==> src/rtl/draw_engine_pkg.sv <==
`default_nettype none
// ============================================================================
// Module   : draw_engine_pkg
// Brief    : shape codes, colour constants and FSM encoding for draw_engine
// Revision : 1.0
// ============================================================================
package draw_engine_pkg;

    localparam logic [2:0]  DRAW_DIR    = 3'd1;
    localparam logic [2:0]  DRAW_LINE   = 3'd2;
    localparam logic [2:0]  DRAW_REC    = 3'd3;
    localparam logic [2:0]  DRAW_TRI    = 3'd4;
    localparam logic [15:0] TRANSPARENT = 16'h0000;

    typedef enum logic [1:0] {
        ST_IDLE   = 2'd0,
        ST_STROKE = 2'd1,
        ST_SEG    = 2'd2,
        ST_CLEAR  = 2'd3
    } state_t;

    // Segments emitted at stroke end; freehand and no-op shapes emit none there.
    function automatic logic [2:0] seg_count(input logic [2:0] shape);
        case (shape)
            DRAW_LINE: seg_count = 3'd1;
            DRAW_REC:  seg_count = 3'd4;
            DRAW_TRI:  seg_count = 3'd3;
            default:   seg_count = 3'd0;
        endcase
    endfunction

endpackage
`default_nettype wire

==> src/rtl/draw_engine_line_gen.sv <==
`default_nettype none
// ============================================================================
// Module   : draw_engine_line_gen
// Brief    : Bresenham segment walker, one pixel per accepted handshake
// Revision : 1.0
// ============================================================================
module draw_engine_line_gen (
    input  logic        clk,
    input  logic        rst,
    input  logic        i_abort,
    input  logic        i_start,
    input  logic [12:0] i_x0,
    input  logic [12:0] i_y0,
    input  logic [12:0] i_x1,
    input  logic [12:0] i_y1,
    output logic        o_pix_valid,
    input  logic        i_pix_ready,
    output logic [12:0] o_pix_x,
    output logic [12:0] o_pix_y,
    output logic        o_done
);
    logic               r_active;
    logic [12:0]        r_x, r_y, r_x1, r_y1;
    logic signed [14:0] r_dx, r_dy, r_err;
    logic               r_sx_neg, r_sy_neg;

    logic [12:0]        w_adx, w_ady, w_x_nx, w_y_nx;
    logic signed [14:0] w_dx, w_dy, w_e2, w_err_nx;
    logic               w_last, w_can_load;

    assign w_adx      = (i_x1 >= i_x0) ? (i_x1 - i_x0) : (i_x0 - i_x1);
    assign w_ady      = (i_y1 >= i_y0) ? (i_y1 - i_y0) : (i_y0 - i_y1);
    assign w_dx       = $signed({2'b00, w_adx});
    assign w_dy       = 15'sd0 - $signed({2'b00, w_ady});
    assign w_e2       = r_err <<< 1;
    assign w_last     = (r_x == r_x1) && (r_y == r_y1);
    assign o_done     = r_active && i_pix_ready && w_last;
    assign w_can_load = !r_active || o_done;

    assign o_pix_valid = r_active;
    assign o_pix_x     = r_x;
    assign o_pix_y     = r_y;

    always_comb begin
        w_err_nx = r_err;
        w_x_nx   = r_x;
        w_y_nx   = r_y;
        if (w_e2 >= r_dy) begin
            w_err_nx = w_err_nx + r_dy;
            w_x_nx   = r_sx_neg ? (r_x - 13'd1) : (r_x + 13'd1);
        end
        if (w_e2 <= r_dx) begin
            w_err_nx = w_err_nx + r_dx;
            w_y_nx   = r_sy_neg ? (r_y - 13'd1) : (r_y + 13'd1);
        end
    end

    // A start coinciding with the final pixel handshake loads back-to-back.
    always_ff @(posedge clk) begin
        if (rst) begin
            r_active <= 1'b0;
            r_x      <= '0;
            r_y      <= '0;
            r_x1     <= '0;
            r_y1     <= '0;
            r_dx     <= '0;
            r_dy     <= '0;
            r_err    <= '0;
            r_sx_neg <= 1'b0;
            r_sy_neg <= 1'b0;
        end else if (i_abort) begin
            r_active <= 1'b0;
        end else if (i_start && w_can_load) begin
            r_active <= 1'b1;
            r_x      <= i_x0;
            r_y      <= i_y0;
            r_x1     <= i_x1;
            r_y1     <= i_y1;
            r_dx     <= w_dx;
            r_dy     <= w_dy;
            r_err    <= w_dx + w_dy;
            r_sx_neg <= (i_x1 < i_x0);
            r_sy_neg <= (i_y1 < i_y0);
        end else if (r_active && i_pix_ready) begin
            if (w_last) begin
                r_active <= 1'b0;
            end else begin
                r_x   <= w_x_nx;
                r_y   <= w_y_nx;
                r_err <= w_err_nx;
            end
        end
    end

endmodule
`default_nettype wire

==> src/rtl/draw_engine.sv <==
`default_nettype none
// ============================================================================
// Module   : draw_engine
// Brief    : turns cursor strokes into single-pixel frame-buffer writes
// Revision : 1.0
// ============================================================================
module draw_engine
    import draw_engine_pkg::*;
#(
    parameter int CANVAS_W   = 720,
    parameter int CANVAS_H   = 600,
    parameter int GAP_FRAMES = 4
) (
    input  logic        clk,
    input  logic        rst,
    input  logic        i_pt_valid,
    input  logic [12:0] i_X_pos,
    input  logic [12:0] i_Y_pos,
    input  logic        i_frame_end,
    input  logic [2:0]  i_draw_shape,
    input  logic [15:0] i_color,
    input  logic        i_clear,
    output logic        o_wr_valid,
    input  logic        i_wr_ready,
    output logic [12:0] o_wr_x,
    output logic [12:0] o_wr_y,
    output logic [15:0] o_wr_color,
    output logic        o_busy
);
    localparam logic [12:0]        c_x_max    = 13'(CANVAS_W - 1);
    localparam logic [12:0]        c_y_max    = 13'(CANVAS_H - 1);
    localparam int                 c_gap_w    = $clog2(GAP_FRAMES + 1);
    localparam logic [c_gap_w-1:0] c_gap_last = c_gap_w'(GAP_FRAMES - 1);

    state_t               r_state, w_state_next;
    logic [12:0]          r_ax, r_ay, r_bx, r_by, r_clr_x, r_clr_y;
    logic [2:0]           r_shape, r_seg_idx;
    logic [15:0]          r_color;
    logic [c_gap_w-1:0]   r_gap;
    logic                 r_clr_prev;

    logic [12:0] w_px, w_py, w_apx, w_x0, w_y0, w_x1, w_y1;
    logic [13:0] w_apex_sum;
    logic [2:0]  w_shape, w_nseg;
    logic [1:0]  w_idx;
    logic        w_clr_edge, w_accept, w_free_pt, w_stroke_end, w_seg_end_start;
    logic        w_seg_more, w_clr_last, w_lg_start, w_lg_ready;
    logic        w_lg_valid, w_lg_done;
    logic [12:0] w_lg_x, w_lg_y;

    assign w_px            = (i_X_pos > c_x_max) ? c_x_max : i_X_pos;
    assign w_py            = (i_Y_pos > c_y_max) ? c_y_max : i_Y_pos;
    assign w_clr_edge      = i_clear && !r_clr_prev;
    assign w_accept        = i_pt_valid && !i_clear &&
                             (r_state == ST_IDLE || r_state == ST_STROKE);
    assign w_shape         = (r_state == ST_IDLE) ? i_draw_shape : r_shape;
    assign w_free_pt       = w_accept && (w_shape == DRAW_DIR);
    assign w_nseg          = seg_count(r_shape);
    assign w_stroke_end    = (r_state == ST_STROKE) && i_frame_end && !w_accept &&
                             (r_gap == c_gap_last);
    assign w_seg_end_start = w_stroke_end && (w_nseg != 3'd0);
    assign w_seg_more      = (r_state == ST_SEG) && w_lg_done && (r_seg_idx < w_nseg);
    assign w_clr_last      = (r_clr_x == c_x_max) && (r_clr_y == c_y_max);
    assign w_apex_sum      = {1'b0, r_ax} + {1'b0, r_bx};
    assign w_apx           = 13'(w_apex_sum >> 1);

    always_ff @(posedge clk) begin
        if (rst) r_state <= ST_IDLE;
        else     r_state <= w_state_next;
    end

    always_comb begin
        w_state_next = r_state;
        if (w_clr_edge) begin
            w_state_next = ST_CLEAR;
        end else begin
            case (r_state)
                ST_IDLE:   if (w_accept) w_state_next = w_free_pt ? ST_SEG : ST_STROKE;
                ST_STROKE: begin
                    if (w_free_pt)         w_state_next = ST_SEG;
                    else if (w_stroke_end) w_state_next = (w_nseg != 3'd0) ? ST_SEG : ST_IDLE;
                end
                ST_SEG: begin
                    if (w_lg_done) begin
                        if (r_shape == DRAW_DIR) w_state_next = ST_STROKE;
                        else if (!w_seg_more)    w_state_next = ST_IDLE;
                    end
                end
                ST_CLEAR:  if (i_wr_ready && w_clr_last) w_state_next = ST_IDLE;
                default:   w_state_next = ST_IDLE;
            endcase
        end
    end

    // Segment endpoint mux: freehand uses prev->P, stroke shapes index the list.
    always_comb begin
        w_lg_start = !w_clr_edge && (w_free_pt || w_seg_end_start || w_seg_more);
        w_idx      = w_seg_more ? r_seg_idx[1:0] : 2'd0;
        w_x0 = r_ax; w_y0 = r_ay; w_x1 = r_bx; w_y1 = r_by;
        if (w_free_pt) begin
            w_x0 = (r_state == ST_IDLE) ? w_px : r_bx;
            w_y0 = (r_state == ST_IDLE) ? w_py : r_by;
            w_x1 = w_px;
            w_y1 = w_py;
        end else if (r_shape == DRAW_REC) begin
            case (w_idx)
                2'd0:    begin w_x0 = r_ax; w_y0 = r_ay; w_x1 = r_bx; w_y1 = r_ay; end
                2'd1:    begin w_x0 = r_bx; w_y0 = r_ay; w_x1 = r_bx; w_y1 = r_by; end
                2'd2:    begin w_x0 = r_bx; w_y0 = r_by; w_x1 = r_ax; w_y1 = r_by; end
                default: begin w_x0 = r_ax; w_y0 = r_by; w_x1 = r_ax; w_y1 = r_ay; end
            endcase
        end else if (r_shape == DRAW_TRI) begin
            case (w_idx)
                2'd0:    begin w_x0 = w_apx; w_y0 = r_ay; w_x1 = r_ax;  w_y1 = r_by; end
                2'd1:    begin w_x0 = r_ax;  w_y0 = r_by; w_x1 = r_bx;  w_y1 = r_by; end
                default: begin w_x0 = r_bx;  w_y0 = r_by; w_x1 = w_apx; w_y1 = r_ay; end
            endcase
        end
        w_lg_ready = i_wr_ready && (r_state != ST_CLEAR);
        o_busy     = (r_state == ST_SEG) || (r_state == ST_CLEAR);
        o_wr_valid = (r_state == ST_CLEAR) ? 1'b1        : w_lg_valid;
        o_wr_x     = (r_state == ST_CLEAR) ? r_clr_x     : w_lg_x;
        o_wr_y     = (r_state == ST_CLEAR) ? r_clr_y     : w_lg_y;
        o_wr_color = (r_state == ST_CLEAR) ? TRANSPARENT : r_color;
    end

    always_ff @(posedge clk) begin
        if (rst) begin
            r_ax <= '0; r_ay <= '0; r_bx <= '0; r_by <= '0;
            r_shape    <= '0;
            r_color    <= '0;
            r_gap      <= '0;
            r_seg_idx  <= '0;
            r_clr_prev <= 1'b0;
            r_clr_x    <= '0;
            r_clr_y    <= '0;
        end else begin
            r_clr_prev <= i_clear;
            if (w_clr_edge) begin
                r_clr_x   <= '0;
                r_clr_y   <= '0;
                r_gap     <= '0;
                r_seg_idx <= '0;
            end else begin
                if (r_state == ST_CLEAR && i_wr_ready) begin
                    if (r_clr_x == c_x_max) begin
                        r_clr_x <= '0;
                        r_clr_y <= (r_clr_y == c_y_max) ? 13'd0 : r_clr_y + 13'd1;
                    end else begin
                        r_clr_x <= r_clr_x + 13'd1;
                    end
                end
                if (w_accept) begin
                    if (r_state == ST_IDLE) begin
                        r_ax    <= w_px;
                        r_ay    <= w_py;
                        r_shape <= i_draw_shape;
                        r_color <= i_color;
                    end
                    r_bx  <= w_px;
                    r_by  <= w_py;
                    r_gap <= '0;
                end else if (r_state == ST_STROKE && i_frame_end) begin
                    r_gap <= w_stroke_end ? '0 : r_gap + 1'b1;
                end
                if (w_seg_end_start) r_seg_idx <= 3'd1;
                else if (w_seg_more) r_seg_idx <= r_seg_idx + 3'd1;
            end
        end
    end

    draw_engine_line_gen u_line_gen (
        .clk         (clk),
        .rst         (rst),
        .i_abort     (w_clr_edge),
        .i_start     (w_lg_start),
        .i_x0        (w_x0),
        .i_y0        (w_y0),
        .i_x1        (w_x1),
        .i_y1        (w_y1),
        .o_pix_valid (w_lg_valid),
        .i_pix_ready (w_lg_ready),
        .o_pix_x     (w_lg_x),
        .o_pix_y     (w_lg_y),
        .o_done      (w_lg_done)
    );

endmodule
`default_nettype wire
==> config.mk <==
export PLATFORM = sky130hd
export DESIGN_NAME = draw_engine
export DESIGN_NICKNAME = d
export VERILOG_FILES = /design/src/rtl/draw_engine_pkg.sv /design/src/rtl/draw_engine_line_gen.sv /design/src/rtl/draw_engine.sv
export SDC_FILE = /design/constraint.sdc
export NUM_CORES = 1
export LEC_CHECK = 0
export CAP_MARGIN = 20
export CORE_MARGIN = 8
export CORE_UTILIZATION = 37
export DETAILED_ROUTE_END_ITERATION = 16
export GPL_TIMING_DRIVEN = 0
export PLACE_DENSITY_LB_ADDON = 0.12
export SLEW_MARGIN = 20
export SYNTH_ARGS = -nofsm -noshare
export SYNTH_HDL_FRONTEND = slang
export SYNTH_HIERARCHICAL = 1
export SYNTH_SLANG_ARGS = --single-unit
==> constraint.sdc <==
create_clock -name clk -period 9.9 [get_ports clk]
set_clock_uncertainty 0.2 [all_clocks]
set_input_delay 1.98 -clock clk [delete_from_list [all_inputs] [get_ports clk]]
set_output_delay 1.98 -clock clk [all_outputs]
set_load 0.05 [all_outputs]
[Word level (Yosys, flattened, before mapping)]
Cells that the tools add are included.
Operators by class
  add/sub/neg operators: 17
  divide/modulo/power cells: 0
  bitwise logic cells: 1
  mux-type cells: 67
  multipliers: 0
  equal/unequal tests: 22
  reduce and logical (&&, ||, !) cells: 51
  $lt $le $gt $ge: 9
  shift-type cells: 0
Operators with widths (number)
  13-bit two-way mux: 38
  15-bit two-way mux: 5
  13-bit by 1-bit adder with 13-bit output, second input constant: 4
  13-bit one-hot mux with 2 select lines: 2
  13-bit subtractor: 4
  13-bit by 10-bit equality test with 1-bit output, second input constant: 2
  13-bit equality test: 2
  13-bit >= comparator: 2
  13-bit by 10-bit greater-than comparator with 1-bit output, second input constant: 2
  13-bit < comparator: 2
  13-bit by 1-bit subtractor with 13-bit output, second input constant: 2
  2-bit two-way mux: 11
  1-bit logical AND: 19
  16-bit two-way mux: 1
  14-bit by 15-bit adder with 15-bit output: 1
  15-bit by 14-bit adder with 15-bit output: 1
  15-bit adder: 1
  15-bit >= comparator: 1
  15-bit by 14-bit less-or-equal comparator with 1-bit output: 1
  13-bit by 13-bit adder with 14-bit output: 1
  1-bit by 13-bit subtractor with 14-bit output, first input constant: 1
  2-bit nonzero test: 5
  3-bit by 2-bit equality test with 1-bit output, second input constant: 3
  3-bit one-hot mux with 3 select lines: 1
  25 further kinds: 55
Word-level totals
  flip-flop bits (word level): 204
  memories kept: 0
  word-level logic and storage cells: 190
  output and inout bits: 44
  bits in latches: 0
  input bits: 51
  bits in writable memories: 0
  bits in read-only memories: 0

[Longest topological paths before layout]
  word-level depth: 18
  gate-level depth with buffers: 40
  gate-level depth less buffers: 36

[Hierarchy]
The synthesis kept the hierarchy.
By module, submodules not included
  draw_engine_line_gen: times used 1, sequential area each 1921.8 um^2, cells each 1413, area an instance 10741.6 um^2
  draw_engine: times used 1, sequential area each 2122.0 um^2, cells each 958, area an instance 7226.9 um^2

[Worst setup path after synthesis]
No wires, ideal clock.
  path kind: input-to-reg
  start point: input i_wr_ready
  end point: register u_line_gen.r_err[11]
  data arrival time: 8.178 ns
  data required time: 9.571 ns
  buffers on the path: 3
  library setup time: 0.129 ns
  cell stages on the path: 35
  setup slack: 1.393 ns
  path through: and2_1 -> nand2_1 -> nor2_1 -> and3b_1 -> nand2_1 -> nor2_1 -> inv_1 -> buf_2 -> ha_1 -> inv_1 -> nor2_1 -> nor2_1 -> a21oi_1 -> o22ai_1 -> a222oi_1 -> inv_1 -> ha_1 -> buf_4 -> a21oi_1 -> a211o_1 -> and2_1 -> a21oi_2 -> nor2_2 -> buf_2 -> mux2_2 -> ha_1 -> a21o_1 -> a21oi_1 -> o21bai_1 -> a21oi_1 -> nor4b_2 -> o311a_1 -> o311a_1 -> o211ai_1 -> o211ai_1
RTL lines
  from (decl): RTL line draw_engine.sv:24  | input logic i_wr_ready,
  1-bit logical AND (*): RTL line draw_engine.sv:119  | w_lg_ready = i_wr_ready && (r_state != ST_CLEAR);
  1-bit logical AND (*) (2 in series): RTL line draw_engine_line_gen.sv:37  | assign o_done = r_active && i_pix_ready && w_last;
  net w_lg_done: RTL line draw_engine.sv:48  | logic w_lg_valid, w_lg_done;
  1-bit logical AND (*) (2 in series): RTL line draw_engine.sv:62  | assign w_seg_more = (r_state == ST_SEG) && w_lg_done && (r_seg_idx < w_nseg);
  2-bit two-way mux (*): RTL line draw_engine.sv:98  | w_idx = w_seg_more ? r_seg_idx[1:0] : 2'd0;
  2-bit by 1-bit equality test with 1-bit output, or another cell as far along: RTL line draw_engine.sv:106, draw_engine.sv:113
  13-bit one-hot mux with 2 select lines / 2-bit OR reduction (equally long branches)
  13-bit two-way mux (on tied branches): RTL line draw_engine.sv:112, draw_engine.sv:106
  13-bit two-way mux (*): RTL line draw_engine.sv:105  | end else if (r_shape == DRAW_REC) begin
  13-bit two-way mux (*): RTL line draw_engine.sv:100  | if (w_free_pt) begin
  net w_x0[2]: RTL line draw_engine.sv:42  | logic [12:0] w_px, w_py, w_apx, w_x0, w_y0, w_x1, w_y1;
  13-bit >= comparator (*): RTL line draw_engine_line_gen.sv:31  | assign w_adx = (i_x1 >= i_x0) ? (i_x1 - i_x0) : (i_x0 - i_x1);
  13-bit two-way mux (*): RTL line draw_engine_line_gen.sv:31
  net u_line_gen.w_adx[1]: RTL line draw_engine_line_gen.sv:27  | logic [12:0] w_adx, w_ady, w_x_nx, w_y_nx;
  14-bit by 15-bit adder with 15-bit output (*): RTL line draw_engine_line_gen.sv:81  | r_err <= w_dx + w_dy;
  15-bit two-way mux (*): RTL line draw_engine_line_gen.sv:73  | end else if (i_start && w_can_load) begin
  to (signal assigned): RTL line draw_engine_line_gen.sv:81
  to (signal assigned): RTL line draw_engine_line_gen.sv:90  | r_err <= w_err_nx;
  to (decl): RTL line draw_engine_line_gen.sv:24  | logic signed [14:0] r_dx, r_dy, r_err;
The timed path passes the listed nets; every way through them passes the cells marked *.
A chain may end at the register's enable or synchronous reset.

[Worst setup path in the final report]
  start point: input i_wr_ready
  end point: register u_line_gen.r_err[9]
RTL lines
  1-bit logical AND (*): RTL line draw_engine.sv:119
  net w_lg_ready: RTL line draw_engine.sv:47  | logic w_seg_more, w_clr_last, w_lg_start, w_lg_ready;
  1-bit logical AND (*) (2 in series): RTL line draw_engine_line_gen.sv:37
  net w_lg_done: RTL line draw_engine.sv:48
  1-bit logical AND (*) (2 in series): RTL line draw_engine.sv:62
  2-bit two-way mux (*): RTL line draw_engine.sv:98
  2-bit by 1-bit equality test with 1-bit output, or another cell as far along: RTL line draw_engine.sv:106, draw_engine.sv:113
  13-bit one-hot mux with 2 select lines / 2-bit OR reduction (equally long branches)
  13-bit two-way mux (on tied branches): RTL line draw_engine.sv:112, draw_engine.sv:106
  13-bit two-way mux (*): RTL line draw_engine.sv:105
  13-bit two-way mux (*): RTL line draw_engine.sv:100
  net w_x0[7]: RTL line draw_engine.sv:42
  13-bit >= comparator (*): RTL line draw_engine_line_gen.sv:31
  13-bit two-way mux (*): RTL line draw_engine_line_gen.sv:31
  net u_line_gen.w_adx[1]: RTL line draw_engine_line_gen.sv:27
  14-bit by 15-bit adder with 15-bit output (*): RTL line draw_engine_line_gen.sv:81
  15-bit two-way mux (*): RTL line draw_engine_line_gen.sv:73
Marks and branches as above.

==> results.txt <==
Largest cells by area after synthesis: dfxtp_1 (23%), ha_1 (11%), nand2_1 (6.2%), a21oi_1 (5.6%), nor2_1 (4.7%)
CTS max path bufs: 3
Post-Synth XOR/XNOR Area: 7.089%
YS warnings: 6
Sw power: 1433 uW
Placed Instances: 3084
WS Path Type: input pin to register
Slew margin rel.: 28.76%
Synth top area share: 22.51%
Area delta synth->final: 16.12%
Syn nets: 2591
Fin nets: 2722
Post-synth EDFFs: 0
Worst-path maximum fanout: 12
Post-synthesis adder-cell area fraction: 12.25%
Main combinational cell family by area after synthesis: compound AO/OA/AOI/OAI gates
Initial antenna violation count: 2
First-pass GRT wire length: 104.7 mm
Req. time, crit path: 10.09 ns
Total CTS buffers: 25
Worst IR Drop VDD: 0.1098 mV
Routed wire per std cell: 21.92 microns
TritonCTS clock tree: done
Root Driver: clkbuf_16
Main flop type after synthesis: dfxtp_1
DP HPWL: 55.65 mm
Tmin final: 9.648 ns
# setup viols final: 0
Pwr Total: 3493 uW
Distinct cells, synth: 111
R2R setup slack: 0.32 ns
Post-synthesis compound-gate area fraction: 24.60%
Mapped Area: 17970 sq um
Largest reg by FF count: r_color
Total gr overflow: 0
Top Ports: 95
MaxCap Viol Count: 0
Syn Area/Cell: 7.578 sq um
CP arrival: 9.84 ns
Antenna Violating Nets Remaining: 0
Simple-gate share of the synthesized area: 22.84%
Worst hold path class: register to register
Outcome: finished, final reports clean
Clk Latency, worst-skew pair: 0.56 ns
Port buffer count: 93
Largest register FFs: 16
Clock share of power: 27.0%
Die height: 236.4 microns
Area leader, netlist: dfxtp_1
Period utilization: 97.45%
FMAX: 103.6 MHz
Drt initial violations: 1341
Leakage power figure: 0.008305 uW
Register area share after synthesis: 22.51%
Die Area: 55870 sq um
Final Hold Viols: 0
1st-pass router iterations: 8
Drt drc: 0
Worst-Margin Slew: 1.064 ns
RSZ-0062 raised after global routing: no
WL final: 68.79 mm
Row count: 80
CP peak stage delay: 0.55 ns
Core box area: 47850 sq um
Die extent in x: 236.4 microns
Multiplexer area fraction after synthesis: 4.839%
PwrDens: 167.4 nW/um^2
Utilization after layout: 43.61%
FFs w/ async S/R, synth: 0%
Routability cong.: 0.9382
Most frequent CP cell: nand2_1
Post-CTS Hold Fix Bufs: 0
Critical-path top delay cell: ha_1
Commonest cells in the netlist: nand2_1 (299), nor2_1 (227), a21oi_1 (202), dfxtp_1 (202), ha_1 (159)
Worst Setup End Kind: register
Startpoint type of the worst setup path: input pin
Post-Place Setup Slack: -2.123 ns
Largest regs: r_color: 16 flops, u_line_gen/r_dy: 14 flops, u_line_gen/r_err: 14 flops
H-tree depth: 1
Internal power: 2060 uW
Most frequent cell after synthesis: nand2_1
Clk sinks: 202
CP bufs+invs: 7
Initial Util: 37.55%
Cell Count, Final, Fillers Out: 3138
Slew Viols, Final: 0
Vias per cell: 5.782
Layout cells sized above 1: 9.242%
Global-route total usage across every layer: 23.60%
Combinational share of power: 48.6%
Via count: 18.15k
Sequential Power Share: 24.4%
Setup ws final: 0.2521 ns
Sw Ratio: 41.03%
Largest net degree at the start of global routing: 14
Vias in the first global route: 17.43k
Yosys reg bits: 202
Delay-heaviest family, CP: compound AO/OA/AOI/OAI gates
Clk slew on worst S/H paths: 0.06 ns
Mapped Cells: 2371
## final timing paths
| check | from | endpoint | cells after the start |
|---|---|---|---|
| max reg2reg | r_state[0] | u_line_gen/r_err[9] | 37 |
| min reg2reg | r_color[13] | r_color[13] | 2 |
| min | r_color[13] | r_color[13] | 2 |
| max | i_wr_ready | u_line_gen/r_err[9] | 35 |
## stage by stage
| step | TNS (ns) | hold slack [ns] | instance area (sq um) |
|---|---|---|---|
| finish | 0 | 0.2492 | 20870 |
| global route | 0 | 0.2641 | 20860 |
| CTS | 0 | 0.2505 | 20720 |
| detailed placement | -23.01 | 0.2418 | 19720 |
| global placement | -27.34 | 0.2388 | 19670 |
| floorplan | 0 | 0.2317 | 17970 |
## what timing repair did
item                                    CTS  global route
gates cloned                              0             0
endpoints found under the setup margin   12             9
buffers inserted                          5             2
pin swaps                                 2             4
gates resized for setup                  31            25
## cells in the final DEF (no fill, tap or decap), types with 41 or more instances in the layout
| cell | n |
|---|---|
| inv_1 | 148 |
| o21ai_0 | 109 |
| dfxtp_1 | 202 |
| a21oi_1 | 200 |
| nor2_1 | 223 |
| nand3_1 | 54 |
| clkbuf_1 | 90 |
| xnor2_1 | 73 |
| xor2_1 | 52 |
| and2_1 | 41 |
| nor3_1 | 45 |
| clkdlybuf4s50_1 | 92 |
| a211oi_1 | 77 |
| ha_1 | 159 |
| mux2_2 | 42 |
| nand2_1 | 297 |
## worst register-to-register path, delay by kind of cell (launching register included)
| family | cells | cell delay [ns] |
|---|---|---|
| AOI/OAI and AO/OA | 11 | 2.66 |
| adders and majority gates | 3 | 1.15 |
| buffers and inverters | 8 | 2.18 |
| DFF | 1 | 0.39 |
| muxes | 2 | 0.72 |
| and+or+nand+nor | 13 | 2.08 |
## power by group through the flow
stage	clock [uW]	sequential (uW)	combinational (uW)
finish	943	852	1700
global route	1000	854	1820
CTS	962	851	1670
floorplan	0	860	1220
global placement	0	868	1630
detailed placement	0	869	1640
## layer usage
metal | part of all wire [%] | routed length, microns | vias up | GRT usage [%]
met4 | 4.6 | 3137 | 0 | 9.418
met2 | 46 | 31570 | 593 | 39.46
met1 | 44 | 30220 | 8681 | 30.38
met5 | 0 | 0 | - | 0
li1 | - | - | 8737 | -
met3 | 5.6 | 3855 | 134 | 3.230
## layout make-up
type,instances,area (sq um)
Fill cell,4931,26980
Multi-Input combinational cell,1904,13140
Sequential cell,202,4044
Timing Repair Buffer,105,1012
Tap cell,615,769.5
Clock buffer,37,720.7
Inverter,150,563.0
Buffer,114,498.0
Clock inverter,9,117.6
Antenna cell,2,5.005
## cells by family (layout without fill, tap and decap cells)
| logic type | Yosys count | count (layout) |
|---|---|---|
| and+or+nand+nor | 851 | 851 |
| other | 0 | 2 |
| AOI/OAI and AO/OA | 667 | 667 |
| adders and majority gates | 170 | 170 |
| muxes | 80 | 80 |
| xor gates and xnor gates | 136 | 136 |
| buffers and inverters | 265 | 415 |
| DFF | 202 | 202 |
Power figures use the tool's default switching activity.
